**src/rtl/arm_fetch_pkg.sv**
```systemverilog
// Shared types and constants for the ARM7TDMI instruction fetch stage.
package arm_fetch_pkg;

  typedef enum logic [1:0] {
    IDLE    = 2'd0,
    REQ     = 2'd1,
    DISCARD = 2'd2
  } fetch_state_e;

  localparam logic [31:0] RESET_VECTOR_DEFAULT = 32'h0000_0000;

  localparam int PC_W    = 32;
  localparam int INSTR_W = 32;

  localparam logic [31:0] ARM_STEP     = 32'd4;
  localparam logic [31:0] THUMB_STEP   = 32'd2;
  localparam logic [31:0] ARM_PC_OFS   = 32'd8;
  localparam logic [31:0] THUMB_PC_OFS = 32'd4;
  localparam logic [31:0] WORD_MASK    = 32'hFFFF_FFFC;
  localparam logic [31:0] HALF_MASK    = 32'hFFFF_FFFE;

  typedef struct packed {
    logic [PC_W-1:0]    pc;
    logic [INSTR_W-1:0] instr;
  } fetch_entry_t;

endpackage

```
**src/rtl/fetch_unit_fifo.sv**
```systemverilog
// Prefetch queue: synchronous FIFO of {pc, instr} entries with flush and
// same-cycle push+pop (allowed even when full).
module fetch_fifo
  import arm_fetch_pkg::*;
#(
  parameter int DEPTH = 2
) (
  input  logic                   clk_i,
  input  logic                   rst_i,
  input  logic                   flush_i,
  input  logic                   push_i,
  input  logic [PC_W-1:0]        push_pc_i,
  input  logic [INSTR_W-1:0]     push_instr_i,
  input  logic                   pop_i,
  output logic [PC_W-1:0]        head_pc_o,
  output logic [INSTR_W-1:0]     head_instr_o,
  output logic [$clog2(DEPTH):0] count_o,
  output logic                   full_o,
  output logic                   empty_o
);
  localparam int AW = $clog2(DEPTH);
  localparam int CW = AW + 1;
  localparam logic [CW-1:0] FULL_C = CW'(DEPTH);

  fetch_entry_t  mem_q [DEPTH];
  logic [AW-1:0] wr_q, wr_d, rd_q, rd_d;
  logic [CW-1:0] cnt_q, cnt_d;
  logic          push_ok_s, pop_ok_s;

  assign empty_o      = (cnt_q == {CW{1'b0}});
  assign full_o       = (cnt_q == FULL_C);
  assign count_o      = cnt_q;
  assign pop_ok_s     = pop_i && !empty_o;
  // A pop frees the head slot in the same edge, so a full queue may still accept.
  assign push_ok_s    = push_i && (!full_o || pop_ok_s);
  assign head_pc_o    = mem_q[rd_q].pc;
  assign head_instr_o = mem_q[rd_q].instr;

  // Pointer and occupancy next state
  always_comb begin
    wr_d  = wr_q;
    rd_d  = rd_q;
    cnt_d = cnt_q;
    if (flush_i) begin
      wr_d  = {AW{1'b0}};
      rd_d  = {AW{1'b0}};
      cnt_d = {CW{1'b0}};
    end else begin
      if (push_ok_s) begin
        wr_d = wr_q + AW'(1);
      end else begin
        wr_d = wr_q;
      end
      if (pop_ok_s) begin
        rd_d = rd_q + AW'(1);
      end else begin
        rd_d = rd_q;
      end
      cnt_d = cnt_q + CW'(push_ok_s) - CW'(pop_ok_s);
    end
  end

  // Storage and pointer registers
  always_ff @(posedge clk_i) begin
    if (rst_i) begin
      wr_q  <= {AW{1'b0}};
      rd_q  <= {AW{1'b0}};
      cnt_q <= {CW{1'b0}};
      for (int i = 0; i < DEPTH; i++) begin
        mem_q[i] <= '0;
      end
    end else begin
      wr_q  <= wr_d;
      rd_q  <= rd_d;
      cnt_q <= cnt_d;
      if (push_ok_s && !flush_i) begin
        mem_q[wr_q] <= '{pc: push_pc_i, instr: push_instr_i};
      end
    end
  end

endmodule

```
**src/rtl/fetch_unit.sv**
```systemverilog
// ARM7TDMI fetch stage: fetch PC, one-outstanding imem requests, prefetch
// queue and branch redirect. Thumb support is built when FETCH_THUMB_EN is defined.
module fetch_unit
  import arm_fetch_pkg::*;
#(
  parameter logic [31:0] RESET_VECTOR = RESET_VECTOR_DEFAULT,
  parameter int          FIFO_DEPTH   = 2
) (
  input  logic        clk,
  input  logic        rst,
  output logic        imem_req,
  output logic [31:0] imem_addr,
  input  logic        imem_ack,
  input  logic [31:0] imem_rdata,
  output logic        instr_valid,
  input  logic        instr_ready,
  output logic [31:0] instr,
  output logic [31:0] instr_pc,
  output logic [31:0] instr_pc_plus8,
  input  logic        branch_taken,
  input  logic [31:0] new_PC
`ifdef FETCH_THUMB_EN
  ,
  input  logic        thumb
`endif
);
  localparam int CW = $clog2(FIFO_DEPTH) + 1;
  localparam logic [CW-1:0] DEPTH_C = CW'(FIFO_DEPTH);

  fetch_state_e  state_q, state_d;
  logic [31:0]   fetch_pc_q, fetch_pc_d;
  logic [31:0]   hold_addr_q, hold_addr_d;
  logic [31:0]   target_s, step_s, head_pc_s, head_instr_s;
  logic [CW-1:0] count_s, count_after_s;
  logic          full_s, empty_s, push_s, pop_s;

  assign instr_valid   = !empty_s;
  assign pop_s         = instr_valid && instr_ready;
  assign imem_req      = (state_q != IDLE);
  // While discarding, the abandoned request keeps its original address.
  assign imem_addr     = (state_q == DISCARD) ? hold_addr_q : (fetch_pc_q & WORD_MASK);
  assign count_after_s = count_s + CW'(1) - CW'(pop_s);
  assign instr_pc      = head_pc_s;

`ifdef FETCH_THUMB_EN
  logic thumb_q;

  // Instruction-set state changes only on a redirect
  always_ff @(posedge clk) begin
    if (rst) begin
      thumb_q <= 1'b0;
    end else if (branch_taken) begin
      thumb_q <= thumb;
    end else begin
      thumb_q <= thumb_q;
    end
  end

  assign step_s         = thumb_q ? THUMB_STEP : ARM_STEP;
  assign target_s       = new_PC & (thumb ? HALF_MASK : WORD_MASK);
  assign instr          = !thumb_q ? head_instr_s :
                          (head_pc_s[1] ? {16'h0000, head_instr_s[31:16]}
                                        : {16'h0000, head_instr_s[15:0]});
  assign instr_pc_plus8 = head_pc_s + (thumb_q ? THUMB_PC_OFS : ARM_PC_OFS);
`else
  assign step_s         = ARM_STEP;
  assign target_s       = new_PC & WORD_MASK;
  assign instr          = head_instr_s;
  assign instr_pc_plus8 = head_pc_s + ARM_PC_OFS;
`endif

  // Fetch FSM next state, fetch pointer and queue push
  always_comb begin
    state_d     = state_q;
    fetch_pc_d  = fetch_pc_q;
    hold_addr_d = hold_addr_q;
    push_s      = 1'b0;
    if (branch_taken) begin
      fetch_pc_d = target_s;
      if ((state_q != IDLE) && !imem_ack) begin
        state_d     = DISCARD;
        hold_addr_d = imem_addr;
      end else begin
        state_d = REQ;
      end
    end else begin
      case (state_q)
        IDLE: begin
          if (!full_s) begin
            state_d = REQ;
          end else begin
            state_d = IDLE;
          end
        end
        REQ: begin
          if (imem_ack) begin
            push_s     = 1'b1;
            fetch_pc_d = fetch_pc_q + step_s;
            state_d    = (count_after_s < DEPTH_C) ? REQ : IDLE;
          end else begin
            state_d = REQ;
          end
        end
        DISCARD: begin
          if (imem_ack) begin
            state_d = REQ;
          end else begin
            state_d = DISCARD;
          end
        end
        default: state_d = IDLE;
      endcase
    end
  end

  // Fetch FSM state and pointer registers
  always_ff @(posedge clk) begin
    if (rst) begin
      state_q     <= IDLE;
      fetch_pc_q  <= RESET_VECTOR;
      hold_addr_q <= 32'h0000_0000;
    end else begin
      state_q     <= state_d;
      fetch_pc_q  <= fetch_pc_d;
      hold_addr_q <= hold_addr_d;
    end
  end

  fetch_fifo #(
    .DEPTH(FIFO_DEPTH)
  ) u_fifo (
    .clk_i       (clk),
    .rst_i       (rst),
    .flush_i     (branch_taken),
    .push_i      (push_s),
    .push_pc_i   (fetch_pc_q),
    .push_instr_i(imem_rdata),
    .pop_i       (pop_s),
    .head_pc_o   (head_pc_s),
    .head_instr_o(head_instr_s),
    .count_o     (count_s),
    .full_o      (full_s),
    .empty_o     (empty_s)
  );

endmodule

```
**config.mk**
```make
export PLATFORM = sky130hd
export DESIGN_NAME = fetch_unit
export DESIGN_NICKNAME = d
export VERILOG_FILES = /design/src/rtl/arm_fetch_pkg.sv /design/src/rtl/fetch_unit_fifo.sv /design/src/rtl/fetch_unit.sv
export SDC_FILE = /design/constraint.sdc
export NUM_CORES = 1
export LEC_CHECK = 0
export CORE_UTILIZATION = 33
export CTS_CLUSTER_DIAMETER = 60
export DETAILED_ROUTE_END_ITERATION = 10
export PLACE_DENSITY = 0.53
export SETUP_SLACK_MARGIN = 0.1
export SYNTH_ARGS = -nofsm -noshare
export SYNTH_HDL_FRONTEND = slang
export SYNTH_SLANG_ARGS = --single-unit
```
**constraint.sdc**
```tcl
create_clock -name clk -period 5.7 [get_ports clk]
set_input_delay 1.71 -clock clk [delete_from_list [all_inputs] [get_ports clk]]
set_output_delay 1.71 -clock clk [all_outputs]
set_load 0.005 [all_outputs]
```
After elaboration in Yosys (flattened, before gate mapping) --
Memories as Yosys holds them, arrays and structs flattened. A register that Yosys moved wholly into a read port is not among the register bits. Cells that the tools add are included. Widths: inputs -> output; s select.
Cells by class: add/subtract/negate cells 8, magnitude comparators 1, equality and inequality tests 3, muxes and demuxes 24, reductions and logical operators 20
Operator list (number):
- $mux 32 | 4
- $mux 64 | 1
- $reduce_or 64->1 | 1
- $add 32x3->32 const B | 1
- $add 32x4->32 const B | 1
- $mux 1 | 15
- $mux 2 | 3
- $pmux 2 s3 | 1
- $reduce_and 2->1 | 3
- $reduce_bool 2->1 | 3
- $logic_and 1x1->1 | 5
- $eq 2x2->1 const B | 2
- $logic_not 1->1 | 4
- $logic_not 2->1 | 2
- $sub 2x1->2 | 2
- $add 1x1->1 const B | 2
- $add 2x1->2 | 1
- $add 2x1->2 const B | 1
- $eq 2x1->1 const B | 1
- $lt 2x2->1 const B | 1
- $reduce_or 2->1 | 1
- $logic_or 1x1->1 | 1
Word-level totals: flip-flop bits (word level) 70, RAM bits 128, bits of input ports 69, output and inout bits 130, logic and storage cells 64, memories kept 1
Memory list:
- u_fifo.mem_q | words 2, bits a word 64, rd ports 1, clocked after memory_dff 1, wr ports 2, line fetch_unit_fifo.sv:25 | fetch_entry_t mem_q [DEPTH];

Logic depth before layout (Yosys ltp) --
Gate-level depths: netlist of run 1.
depth in word-level cells 12, mapped depth 12, gate-level depth less buffers 8

Hierarchy --
Synthesis of run 1 repeated with hierarchy kept, for this count alone.
Unflattened totals: cells, all modules 813, area, all modules 9623.0 um2
Modules (own cells, without submodules):
- fetch_fifo | instances 1, cells an instance 372, area each 5863.1 um2, sequential area each 3943.8 um2
- fetch_unit | instances 1, cells an instance 441, area each 3759.9 um2, sequential area each 1281.2 um2

Worst setup path before layout of run 1 --
Ideal clock, no wire load.
kind reg2out, from reg with a tool-made name, to out instr_pc_plus8[31], arrival time 2.677 ns, data required time 3.990 ns, slack 1.313 ns, stages on the path, launching flop included 13, path buffers 4, cell sequence dfxtp_1 > buf_4 > buf_4 > clkbuf_1 > buf_2 > mux2i_1 > inv_1 > ha_1 > nand4b_1 > nand2_1 > nand4_1 > nor4_1 > xor2_1
RTL lines:
- to (decl) | line fetch_unit.sv:19 | output logic [31:0] instr_pc_plus8,

==> impl_results.md, run 1 <==
- Outcome: finished clean
- Port bufs: approximately 190
- P&R area growth vs syn: 28.5%
- Required time of the critical path: 3.99 ns
- EDFF count, synth: ~120
- GPL Wtd Cong: 0.722
- Power density cells: 246 nW/um2
- CP delay by family, top: buffers and inverters
- Share of cells above drive strength 1: a little over an eighth
- Max stage delay on crit path: 0.56 ns
- Max Cap Viol: 0
- Post-route ant nets: 0
- Residual DRC: 0
- R2R Setup Slk: between 2 and 3 ns
- Nets@finish: around 1100
- Top cell type's share of synthesized area: between 30% and 40%
- Fin. max-slew vios: 0
- Hold Crit Class: reg -> reg
- Global route overflow: 0
- Register area: 5110 um2
- Critical path arrival: ~3.2 ns
- # setup viols final: 0
- Vias per inst: 4.61
- First DRT Iteration DRCs: 440
- Register area share after synthesis: 52.5%
- Fin crit share: 86.9%
- Hold Path Depth: 1
- Setup TNS: 0 ns
- Final min period: between 4 and 5 ns
- FF-to-FF path depth: 5
- Synth cell count leaders: and2_1, edfxtp_1, dfxtp_1
- Io pins: ~200
- Core area: roughly 29000 um2
- Length of the first detailed-routing pass in iterations: 4
- Die X: about 170 um
- Core Util, Final: between 40% and 50%
- Max FO, Critical Path: 34
- VDD IR max: around 150 uV
- TritonCTS Buffers: 17
- Clock tree buffer depth: 2
- Half-perimeter wire length after placement: about 16 mm
- Crit Reg-Reg Endpoint: u_fifo.mem_q[1][3]$_SDFFCE_PN0P_
- Vias in the first global route: approximately 6400
- Synth cell types: between 50 and 60
- Worst-path clk slew: approximately 0.07 ns
- Synth area leaders: edfxtp_1, dfxtp_1, and2_1
- CP Capture Type: output port
- GRT Overall Usage: 15.8%
- Clock Sinks: just under 200
- Die Y: about 170 um
- Fmax: 0.202 GHz
- Row Count: 62
- WHS Endpoint: hold_addr_q[1]$_SDFFE_PP0P_
- Static leakage: 4.63 nW
- Hold buffer count at cts: 0
- Avg Cell Area, Syn: 11.2 um2
- Crit Path Class: reg -> out
- Clk_lat worst skew: around 0.43 ns
- Cts repair resizes: 0
- Cell count after synthesis: 866
- Synth area leader: edfxtp_1
- Fill cells: roughly 2800
- Starting Density: 33.7%
- Fin. Hold Viols: 0
- Crit start category: flip-flop
- Postcts setup bufs: 0
- CP max stage cell: clkdlybuf4s50_1
- First-pass GRT wire length: 36.9 mm
- Synth Register Bits: just under 200
- Async SR Flop Fraction: 0%
- Via count: roughly 6600
- CP cell instances: buf_4, a32o_1, nand4_1, nor3b_1, xnor2_1, clkdlybuf4s50_1
- Hold Startpoint: hold_addr_q[1]$_SDFFE_PP0P_
- Area of the multi-input gates: between 4000 and 5000 um2
- Slew @ Worst Pin: roughly 1.1 ns
- Slew headroom: between 20% and 30%
- Unrepaired setup endpoints after global routing: no
- Worst path bufs/invs: 2
- Skew final: 0.0114 ns
- Wire per inst: around 16 um
- Synth Warn #: 0
- Top_reg_cell synth: edfxtp_1
- Pin count of the biggest net entering global routing: 67
- Full die area: ~30000 um2
- Initial antenna violation count: 1
- Mapped Area: a little under 10000 um2
- Worst flop-to-flop path startpoint: state_q[0]$_SDFF_PP0_
- H-tree levels: 4
- Top-count cell post-synth: and2_1
- Root buffer cell: clkbuf_16
- CTS tree: built
- Drt total wl: between 20 and 25 mm
through the flow:
stage                     power [mW]  hold slack, ns  instances  cell area, um2  worst slack, ns
after CTS                       3.12           0.460       1430           12500            0.649
after global placement          1.98           0.435       1398           11900             1.11
after detailed placement        1.98           0.438       1398           11900             1.10
after global routing            3.22           0.465       1430           12500            0.327
after floorplan                 1.77           0.421        869            9730             1.31
final                           3.08           0.457       1431           12500            0.748
logic make-up after synthesis:
group | share of synthesized area, %
buffers and inverters | 4.62
muxes | 13.5
adders and majority gates | 0.515
xor gates and xnor gates | 5.23
and+or+nand+nor | 19.0
AOI/OAI and AO/OA | 4.49
DFF | 52.5
other | 0.0386
routing by layer:
layer | GRT usage [%] | up-vias | part of all wire, % | wire length [um]
li1 | - | 3338 | - | -
met1 | 22.5 | 3082 | 50 | 11700
met2 | 24.3 | 166 | 44 | 10300
met3 | 3.20 | 15 | 4.6 | 1080
met4 | 3.87 | 0 | 1.1 | 258
met5 | 0 | - | 0 | 0
cell usage in the layout (no fill, tap or decap), drive strengths merged, types with 3 or more instances in the layout:
master,synthesis,final
mux2,75,75
a21o,3,3
inv,38,43
nor4,14,14
clkdlybuf4s50,0,190
or2,5,5
o21ai,9,9
xnor2,33,33
nand4b,6,6
clkinvlp,0,6
nand2,30,30
nor3,14,14
nand4,18,18
mux2i,47,47
a31oi,3,3
and3,5,5
nand3,14,14
dfxtp,69,69
edfxtp,124,124
xor2,25,25
nor3b,3,3
nor2b,5,5
nor2,63,63
ha,4,4
conb,1,4
clkbuf,33,18
buf,24,13
o21a,18,18
a21oi,31,31
and4,3,3
clkinv,0,3
and2,132,132
area by class of cell:
| type | count | area share (%) |
|---|---|---|
| Antenna cell | 1 | 0.0200 |
| Inverter | 38 | 1.16 |
| Multi-Input combinational cell | 580 | 33.5 |
| Tap cell | 384 | 3.85 |
| Timing Repair Buffer | 203 | 16.2 |
| Sequential cell | 193 | 40.9 |
| Clock buffer | 18 | 3.52 |
| Clock inverter | 14 | 0.862 |
state kept, by name, summed over array words and instances, names as in the netlist, named ones only:
signal	flops
u_fifo.mem_q	124
hold_addr_q	32
fetch_pc_q	30
state_q	2
u_fifo.count_o	2
u_fifo.rd_q	1
u_fifo.wr_q	1
worst max-delay path by stage:
stage	endpoint	slack (ns)	cells after the start
2_1_floorplan	instr_pc_plus8[31]	1.31	12
6_report	instr_pc_plus8[20]	0.75	6
4_1_cts	instr_pc_plus8[30]	0.65	7
3_5_place_dp	u_fifo.mem_q[1][6]$_SDFFCE_PN0P_	1.10	6
3_3_place_gp	instr_pc_plus8[26]	1.11	7
5_1_grt	instr_pc_plus8[26]	0.33	7
power by group:
part | switching, mW | internal (mW) | total, mW | leakage [nW]
clock | 0.554 | 0.577 | 1.13 | 0.255
sequential | 0.0475 | 1.54 | 1.59 | 1.85
combinational | 0.150 | 0.205 | 0.355 | 2.52
Note: power is estimated with default switching activity, not from simulation.
==> run 2: changes to the inputs <==
Settings changed: CAP_MARGIN from default to 20, CORE_MARGIN from default to 2, CORE_UTILIZATION 33 to 25, PLACE_DENSITY 0.53 to 0.43.
==> impl_results.md, run 2 (synthesized netlist as in run 1, its figures left out) <==
- Pin count of the biggest net entering global routing: 67 (unchanged)
- Fmax: 0.198 GHz (was 0.202 GHz)
- Fin crit share: 88.7% (was 86.9%)
- TritonCTS Buffers: 17 (unchanged)
- CP max stage cell: dfxtp_4 (was clkdlybuf4s50_1)
- Length of the first detailed-routing pass in iterations: 5 (was 4)
- Required time of the critical path: 3.99 ns (about the same)
- Static leakage: 4.69 nW (was 4.63 nW)
- Slew headroom: 30.4% (was 27.3%)
- CTS tree: built (unchanged)
- Dpl cells: 1534 (was 1398)
- Cts repair resizes: 0 (unchanged)
- Core area: 38500 um2 (was 28900 um2)
- GRT Overall Usage: 13.2% (was 15.8%)
- Commonest cells after routing, fill and taps aside: clkdlybuf4s50_1, and2_1, edfxtp_1 (unchanged)
- Hold Crit Class: reg -> reg (unchanged)
- CP Capture Type: output port (unchanged)
- Max FO, Critical Path: 30 (was 34)
- Clock tree buffer depth: 2 (unchanged)
- GPL Wtd Cong: 0.723 (was 0.722)
- Final WS setup: 0.644 ns (was 0.748 ns)
- Slew @ Worst Pin: 1.04 ns (was 1.08 ns)
- Global route overflow: 0 (unchanged)
- CP dominant cell by count: nand4_1
- Wire per inst: 16.9 um (was 16.4 um)
- First DRT Iteration DRCs: 270 (was 440)
- Crit Path Class: reg -> out (unchanged)
- Hold buffer count at cts: 0 (unchanged)
- Max stage delay on crit path: 0.58 ns (was 0.56 ns)
- Die X: 201 um (was 174 um)
- Starting Density: 25.3% (was 33.7%)
- Die Y: 201 um (was 174 um)
- Outcome: finished clean (unchanged)
- Postcts setup bufs: 0 (unchanged)
- Max FFs per register: 124 (unchanged)
- Io pins: 199 (unchanged)
- Vias per inst: 4.28 (was 4.61)
- Half-perimeter wire length after placement: 18.7 mm (was 16.0 mm)
- Largest Register: u_fifo.mem_q (unchanged)
- Row Count: 72 (was 62)
- Commonest non-fill, non-tap cell in the layout: clkdlybuf4s50_1 (unchanged)
- # setup viols final: 0 (unchanged)
- Drt total wl: 26.6 mm (was 23.4 mm)
- Worst-path clk slew: 0.07 ns (about the same)
- CP cell instances: buf_4, nand4_1, a21oi_2, nand4_1, nor4_1, xor2_1, clkdlybuf4s50_1 (was buf_4, a32o_1, nand4_1, nor3b_1, xnor2_1, clkdlybuf4s50_1)
- Post-route ant nets: 0 (unchanged)
- First-pass GRT wire length: 40.8 mm (was 36.9 mm)
- Skew final: 0.00756 ns (was 0.0114 ns)
- H-tree levels: 4 (unchanged)
- Fin. max-slew vios: 0 (unchanged)
- Clock Sinks: 193 (unchanged)
- Power density cells: 253 nW/um2 (was 246 nW/um2)
- Setup TNS: 0 ns (unchanged)
- Via count: 6717 (was 6601)
- Full die area: 40500 um2 (was 30100 um2)
- Critical path arrival: 3.35 ns (was 3.24 ns)
- Fin. Hold Viols: 0 (unchanged)
- Root buffer cell: clkbuf_16 (unchanged)
- Final Non-Filler Cells: 1568 (was 1431)
- VDD IR max: 212 uV (was 145 uV)
- Share of cells above drive strength 1: 13.1% (was 13.0%)
- Max Cap Viol: 0 (unchanged)
- Unrepaired setup endpoints after global routing: no (unchanged)
- P&R area growth vs syn: 31.4% (was 28.5%)
- Final min period: 5.06 ns (was 4.95 ns)
- Residual DRC: 0 (unchanged)
- Crit start category: flip-flop (unchanged)
- Nets@finish: 1109 (was 1106)
- Initial antenna violation count: 1 (unchanged)
- WHS: 0.457 ns (about the same)
- Vias in the first global route: 6719 (was 6448)
- Port bufs: 192 (unchanged)
- Pre-CTS setup slack: 1.03 ns (was 1.10 ns)
- Clk_lat worst skew: 0.44 ns (was 0.43 ns)
- Biggest regs: u_fifo.mem_q (124), hold_addr_q (32), fetch_pc_q (30) (unchanged)
-- run 2: changes by cell type in the layout (fill, tap and decap cells not counted), sizes merged --
cell / delta
bufinv: +3
clkinvlp: -6
clkinv: +1
clkbuf: +3
buf: +3
inv: -1
-- run 2: final timing paths --
check                           slack (ns)                                end  cells after the start                   startpoint
worst min-delay path                  0.46        hold_addr_q[1]$_SDFFE_PP0P_                      1  hold_addr_q[1]$_SDFFE_PP0P_
worst max-delay path                  0.64                 instr_pc_plus8[31]                      7                    flip-flop
worst max register to register        2.94  u_fifo.mem_q[1][63]$_SDFFCE_PN0P_                      5        state_q[0]$_SDFF_PP0_
worst min register to register        0.46        hold_addr_q[1]$_SDFFE_PP0P_                      1  hold_addr_q[1]$_SDFFE_PP0P_
-- run 2: metal layers --
layer	global-route usage [%]	up-vias	part of all wire, %
met5	0	-	0
met4	3.12	0	1.1
met3	3.34	15	4.5
met2	20.8	143	46
met1	18.3	3215	49
li1	-	3344	-
-- run 2: per-stage QoR --
step	utilization, %	cell area [um2]	power (mW)
after floorplan	-	9730	1.77
after global routing	33.2	12800	3.38
after detailed placement	31.5	12100	1.99
after global placement	31.5	12100	1.99
after CTS	33.1	12700	3.29
final	33.2	12800	3.24
-- run 2: critical path, delay by kind of cell (launching register included) --
kind                   cells  cell delay, ns
buffers and inverters      2            0.99
AO/OA/AOI/OAI              1            0.33
AND/OR/NAND/NOR            3            0.83
XOR/XNOR                   1            0.17
flip-flops                 1            0.58
-- run 2: power breakdown --
part | leakage, nW | total, mW | internal (mW) | switching [mW]
clock | 0.308 | 1.28 | 0.733 | 0.549
sequential | 1.85 | 1.59 | 1.54 | 0.0497
combinational | 2.54 | 0.362 | 0.206 | 0.156
total | 4.69 | 3.24 | 2.48 | 0.754
-- run 2: cell type report --
| class | count | area (um2) |
|---|---|---|
| Fill cell | 3918 | 25700 |
| Sequential cell | 193 | 5110 |
| Multi-Input combinational cell | 580 | 4200 |
| Timing Repair Buffer | 206 | 2040 |
| Tap cell | 518 | 648 |
| Clock buffer | 21 | 472 |
| Clock inverter | 11 | 148 |
| Inverter | 38 | 145 |
| Antenna cell | 1 | 2.50 |
